`config.mk`:
```
export PLATFORM = sky130hd
export DESIGN_NAME = instr_fetch_unit
export DESIGN_NICKNAME = d
export VERILOG_FILES = /design/src/rtl/instr_fetch_unit.sv
export SDC_FILE = /design/constraint.sdc
export NUM_CORES = 1
export LEC_CHECK = 0
export CORE_ASPECT_RATIO = 1.1
export CORE_UTILIZATION = 56
export DETAILED_ROUTE_END_ITERATION = 7
export PLACE_DENSITY = 0.92
export REMOVE_ABC_BUFFERS = 1
export SYNTH_ARGS = -nofsm -noshare
export SYNTH_HDL_FRONTEND = slang
export SYNTH_SLANG_ARGS = --single-unit
```
`constraint.sdc`:
```
create_clock -name clk -period 8.48 [get_ports clk]
set_input_delay 1.696 -clock clk [delete_from_list [all_inputs] [get_ports clk]]
set_output_delay 1.696 -clock clk [all_outputs]
set_load 0.02 [all_outputs]
```
`src/rtl/instr_fetch_unit.sv`:
```
// instr_fetch_unit: credit-limited prefetch front end with redirect flush; FETCH_PERF_CNT_EN adds perf counters
module instr_fetch_unit #(
  parameter logic [31:0] RESET_PC = 32'h0000_0000,
  parameter int FIFO_DEPTH = 4
) (
  input  logic        clk,
  input  logic        reset,
  output logic        imem_req_valid,
  input  logic        imem_req_ready,
  output logic [31:0] imem_req_addr,
  input  logic        imem_rsp_valid,
  input  logic [31:0] imem_rsp_data,
  input  logic        redirect_valid,
  input  logic [31:0] redirect_pc,
  output logic        instr_valid,
  input  logic        instr_ready,
  output logic [31:0] instr,
  output logic [31:0] instr_pc
`ifdef FETCH_PERF_CNT_EN
  ,
  output logic [31:0] perf_fetch_cnt,
  output logic [31:0] perf_flush_cnt
`endif
);
  localparam int AW = $clog2(FIFO_DEPTH);
  localparam int CW = AW + 1;
  logic [31:0] fetch_pc_q, fetch_pc_d, pc_tag_q, pc_tag_d, tgt;
  logic [CW-1:0] cnt_q, cnt_d, out_q, out_d, drop_q, drop_d;
  logic [AW-1:0] rd_q, rd_d, wr_q, wr_d;
  logic [31:0] data_q [FIFO_DEPTH];
  logic [31:0] pcs_q [FIFO_DEPTH];
  logic run_q, acc, push, pop;
  logic [CW:0] used;
  assign tgt = redirect_pc & ~32'd3;
  // Buffered plus in-flight words never exceed the FIFO, so a push can never overflow
  assign used = {1'b0, cnt_q} + {1'b0, out_q};
  assign imem_req_valid = run_q && !redirect_valid && used < (CW+1)'(FIFO_DEPTH);
  assign imem_req_addr = fetch_pc_q;
  assign acc = imem_req_valid && imem_req_ready;
  assign instr_valid = cnt_q != '0;
  assign instr = instr_valid ? data_q[rd_q] : '0;
  assign instr_pc = instr_valid ? pcs_q[rd_q] : '0;
  assign push = imem_rsp_valid && drop_q == '0 && !redirect_valid;
  assign pop = instr_valid && instr_ready && !redirect_valid;
  always_comb begin
    out_d = out_q + CW'(acc) - CW'(imem_rsp_valid);
    drop_d = redirect_valid ? out_d : drop_q - CW'(imem_rsp_valid && drop_q != '0);
    cnt_d = redirect_valid ? '0 : cnt_q + CW'(push) - CW'(pop);
    rd_d = redirect_valid ? '0 : rd_q + AW'(pop);
    wr_d = redirect_valid ? '0 : wr_q + AW'(push);
    fetch_pc_d = redirect_valid ? tgt : acc ? fetch_pc_q + 32'd4 : fetch_pc_q;
    pc_tag_d = redirect_valid ? tgt : push ? pc_tag_q + 32'd4 : pc_tag_q;
  end
  always_ff @(posedge clk or negedge reset) begin
    if (!reset) begin
      run_q <= 1'b0;
      fetch_pc_q <= RESET_PC;
      pc_tag_q <= RESET_PC;
      cnt_q <= '0;
      out_q <= '0;
      drop_q <= '0;
      rd_q <= '0;
      wr_q <= '0;
    end else begin
      run_q <= 1'b1;
      fetch_pc_q <= fetch_pc_d;
      pc_tag_q <= pc_tag_d;
      cnt_q <= cnt_d;
      out_q <= out_d;
      drop_q <= drop_d;
      rd_q <= rd_d;
      wr_q <= wr_d;
    end
  end
  always_ff @(posedge clk) begin
    if (push) begin
      data_q[wr_q] <= imem_rsp_data;
      pcs_q[wr_q] <= pc_tag_q;
    end
  end
`ifdef FETCH_PERF_CNT_EN
  always_ff @(posedge clk or negedge reset) begin
    if (!reset) begin
      perf_fetch_cnt <= '0;
      perf_flush_cnt <= '0;
    end else begin
      perf_fetch_cnt <= perf_fetch_cnt + 32'(pop);
      perf_flush_cnt <= perf_flush_cnt + 32'(redirect_valid);
    end
  end
`endif
endmodule

```
==> results by group <==
STA
  • Fin. Hold Viols: 0
  • Worst Skew: between 8 and 9 ps
  • Final Hold Slack: roughly 550 ps
  • Total Negative Setup Slacks: 0 ps
  • Worst slew margin relative to its limit: a little under a third
  • Setup-violating endpoint count in the final report: 0
  • Final count of pins violating max slew: 0
  • Highest attainable clock frequency: between 150 and 200 MHz
  • Post-route clock period utilization: approximately 60%
  • Measured slew at the worst slew-check pin: between 1000 and 1500 ps
  • Setup repair after global routing missed its margin: no
  • Time the worst path needs with I/O delays and setup: between 5000 and 6000 ps

Clock tree
  • Max Root-Sink Buffers: 3
  • Setup fix buffers added after clock tree synthesis: 0
  • Clock insertion delay at the later pin of the skew report: roughly 550 ps
  • Total clock buffers created by CTS: 31
  • Number of buffers added to fix hold violations after cts: 0
  • Clock Sink Count: around 320
  • Number of H-tree branching levels: 1
  • TritonCTS clock tree: done
  • Clock tree root buffer cell: sky130_fd_sc_hd__clkbuf_16
  • Post-CTS clock slew at the launch and capture registers of the worst setup and hold paths: approximately 70 ps
  • PostCTS Resize Cnt: 0

Detailed routing
  • DRC errors left: 0
  • Total length of routed wires: roughly 29 mm
  • Antenna violation net count after detailed routing: 0
  • Routed length per instance: approximately 22 um
  • 1st-pass router iterations: 5
  • Total number of vias: ~8000
  • Initial DRC Count: 709
  • Post-DR vias/cell: 6.006

Flow run
  • Max-Cap Viols: 0

Power and ir drop
  • LEAKAGE: 5.553 nW
  • PD cells: about 270 nW/um^2
  • VDD IR-drop max: 0.2641 mV
  • Total Power Consumption: approximately 4.4 mW

Worst setup path
  • Nature of the critical path startpoint: flip-flop
  • Crit Path Max Fanout: 48
  • R2r setup slk: 4910 ps
  • Data arrival time at the worst-slack endpoint: around 3400 ps
  • Type of the setup path with the least slack: flip-flop to output pin
  • Critical path capture point type: output pin
  • Critical path required time: 6780 ps

Place
  • Estimated wirelength of the detail-placed design: roughly 18 mm
  • Final weighted congestion in routability-driven placement: around 0.85
  • Placed cell areas: ~15000 um^2
  • Count of buffers inserted at the top-level ports: 161

Yosys
  • Share of the yosys chip area belonging to registers: 69.04%
  • Cell count after synthesis: 829
  • Post-synth design cell area: between 10000 and 15000 um^2
  • Async S/R FF share, synth: approximately 23%
  • Number of storage elements in the synthesis netlist: about 320
  • Most frequently used flop master after synthesis: sky130_fd_sc_hd__edfxtp_1
  • Post-synth cell types: 50
  • Post-synth EDFFs: around 250
  • Post-synthesis average cell area: 16.25 um^2
  • Yosys warns: 0

Floorplanning
  • Die Y-Extent: 164.7 um
  • Starting Density: 57.01%
  • Die ar.: 24680 um^2
  • Site Rows: 59
  • Floorplan Core Area: ~24000 um^2
  • Number of ports placed on the die boundary: ~170
  • Die width: around 150 um

Global route
  • Via count of the first global-routing pass: between 7000 and 8000
  • Largest net degree at the start of global routing: 75
  • First-pass GRT wire length: 43.64 mm
  • Number of antenna violations at the first check in global routing: 1
  • Total routing usage reported by global routing: around a quarter
  • Total congestion overflow: 0

Min path
  • Worst hold path class: flip-flop to flip-flop

Cells and area
  • Post-layout nets: around 1100
  • Final standard cell area without fillers: 16480 um^2
  • Signed area change from the synthesized netlist to the final layout: 22.37%
  • Total of fill cells in the finished design: roughly 1500
  • Fraction of layout instances using a drive strength above 1: 15.44%

Outcome
  • Result of the run: completed
==> cell usage in the layout (no fill, tap or decap), types with 3 or more instances in the layout <==
cell type and count:
sky130_fd_sc_hd__nand2_1 47, sky130_fd_sc_hd__nor3_1 6, sky130_fd_sc_hd__ha_1 12, sky130_fd_sc_hd__buf_4 11, sky130_fd_sc_hd__nand3_1 40, sky130_fd_sc_hd__or3_1 5, sky130_fd_sc_hd__clkbuf_16 31, sky130_fd_sc_hd__clkinvlp_4 4
sky130_fd_sc_hd__dfrtp_1 72, sky130_fd_sc_hd__xor2_1 19, sky130_fd_sc_hd__clkbuf_8 3, sky130_fd_sc_hd__bufinv_16 5, sky130_fd_sc_hd__clkbuf_1 6, sky130_fd_sc_hd__or4_1 5, sky130_fd_sc_hd__o21ai_0 24, sky130_fd_sc_hd__o211ai_1 20
sky130_fd_sc_hd__clkdlybuf4s50_1 159, sky130_fd_sc_hd__nand4_1 22, sky130_fd_sc_hd__conb_1 5, sky130_fd_sc_hd__nand4b_1 3, sky130_fd_sc_hd__a21oi_1 9, sky130_fd_sc_hd__nor3_2 3, sky130_fd_sc_hd__nor2_1 24, sky130_fd_sc_hd__nor4_1 3
sky130_fd_sc_hd__a31o_2 4, sky130_fd_sc_hd__xnor2_1 19, sky130_fd_sc_hd__mux2_2 15, sky130_fd_sc_hd__mux4_2 62, sky130_fd_sc_hd__a31oi_1 4, sky130_fd_sc_hd__edfxtp_1 248, sky130_fd_sc_hd__nor2b_1 65, sky130_fd_sc_hd__and3_1 9
sky130_fd_sc_hd__clkinv_4 3, sky130_fd_sc_hd__inv_1 20
==> layer usage <==
metal | vias to the layer above | wire length, um | part of all wire, % | GRT usage (%)
li1 | 3528 | - | - | -
met1 | 4075 | 11390 | 40 | 30.86
met2 | 323 | 14700 | 51 | 40.19
met3 | 62 | 1798 | 6.2 | 3.370
met4 | 0 | 926 | 3.2 | 9.137
met5 | - | 0 | 0 | 0
==> area by class of cell <==
class	instances	area [um^2]	share of cell area (%)
sequential	322	9304	56.45
multi-input combinational	450	3950	23.97
timing repair buffer	172	1684	10.22
clock buffer	40	839.6	5.094
tap	305	381.6	2.316
clock inverter	18	237.7	1.442
inverter	21	78.83	0.4783
antenna	2	5.005	0.03037
==> sequential cells by signal, indices dropped and copies added (netlist names) <==
register and cells:
data_q 128, pc_tag_q 30, pcs_q 120, run_q 1, rd_q 2, wr_q 2, imem_req_addr 30, drop_q 3
cnt_q 3, out_q 3
==> worst max-delay path, cell delays in order (launching register included) <==
cell                              delay [ps]
sky130_fd_sc_hd__dfrtp_4                 630
sky130_fd_sc_hd__buf_4                   790
sky130_fd_sc_hd__mux4_2                  630
sky130_fd_sc_hd__nor2b_1                 150
sky130_fd_sc_hd__clkdlybuf4s50_1         580
==> path summary, 6_finish.rpt <==
check / start / endpoint / depth (start not counted)
max in group asynchronous: reset / rd_q[0] / 2
worst min-delay path: imem_req_addr[29] / imem_req_addr[29] / 1
min in group asynchronous: reset / imem_req_addr[28] / 2
worst max-delay path: rd_q[0] / instr_pc[26] / 4
worst max register to register: cnt_q[2] / drop_q[2] / 13
worst min register to register: imem_req_addr[29] / imem_req_addr[29] / 1
==> where the power goes <==
part | leakage (nW) | internal (mW) | total (mW) | switching (mW)
Clock | 0.510 | 0.853 | 1.43 | 0.575
Sequential | 3.13 | 1.80 | 1.90 | 0.101
Combinational | 1.92 | 0.500 | 1.06 | 0.560
==> kinds of logic (layout without fill, tap and decap cells) <==
kind of cell               after synthesis  in the layout  share of synthesized area (%)
xor gates and xnor gates                38             38                          2.471
buffers and inverters                   60            251                          1.886
DFF                                    322            322                          69.04
muxes                                   78             78                          11.70
AOI/OAI and AO/OA                       70             70                          3.354
adders and majority gates               14             14                          1.412
and+or+nand+nor                        245            245                          10.08
other                                    2              7                        0.05576
==> through the flow <==
step | util [%] | worst slack [ps] | cells
after global placement | 65.19 | 3617 | 1270
final | 69.77 | 3381 | 1330
after floorplan | - | 756.6 | 793
after detailed placement | 65.19 | 3602 | 1270
after CTS | 69.75 | 3271 | 1328
after global routing | 69.76 | 3142 | 1329
==> synth_stat cells (2+ instances only) <==
cell,count,area (um^2)
sky130_fd_sc_hd__nor2_1,25,93.84
sky130_fd_sc_hd__o21ai_0,24,120.1
sky130_fd_sc_hd__xnor2_1,19,166.4
sky130_fd_sc_hd__nor3_1,8,40.04
sky130_fd_sc_hd__buf_1,7,26.28
sky130_fd_sc_hd__clkbuf_1,24,90.09
sky130_fd_sc_hd__mux4_2,62,1396
sky130_fd_sc_hd__fa_1,2,40.04
sky130_fd_sc_hd__o311ai_0,2,17.52
sky130_fd_sc_hd__edfxtp_1,248,7447
sky130_fd_sc_hd__buf_2,2,10.01
sky130_fd_sc_hd__ha_1,12,150.1
sky130_fd_sc_hd__a41oi_1,2,17.52
sky130_fd_sc_hd__o211ai_1,20,150.1
sky130_fd_sc_hd__and2_1,2,12.51
sky130_fd_sc_hd__a31o_2,4,35.03
sky130_fd_sc_hd__nor4_1,3,18.77
sky130_fd_sc_hd__nand2_1,47,176.4
sky130_fd_sc_hd__or4_1,5,37.54
sky130_fd_sc_hd__nand4_1,22,137.6
sky130_fd_sc_hd__inv_1,20,75.07
sky130_fd_sc_hd__or3_1,5,31.28
sky130_fd_sc_hd__a31oi_1,4,25.02
sky130_fd_sc_hd__conb_1,2,7.510
sky130_fd_sc_hd__mux2_2,15,168.9
sky130_fd_sc_hd__nand4b_1,3,26.28
sky130_fd_sc_hd__dfrtp_1,74,1852
sky130_fd_sc_hd__xor2_1,19,166.4
sky130_fd_sc_hd__and3_1,10,62.56
sky130_fd_sc_hd__nor2b_1,65,406.6
sky130_fd_sc_hd__a21boi_0,2,15.01
sky130_fd_sc_hd__a21oi_1,9,45.04
sky130_fd_sc_hd__nand3_1,40,200.2
sky130_fd_sc_hd__buf_4,5,37.54
Note: power is estimated with default switching activity, not from simulation.
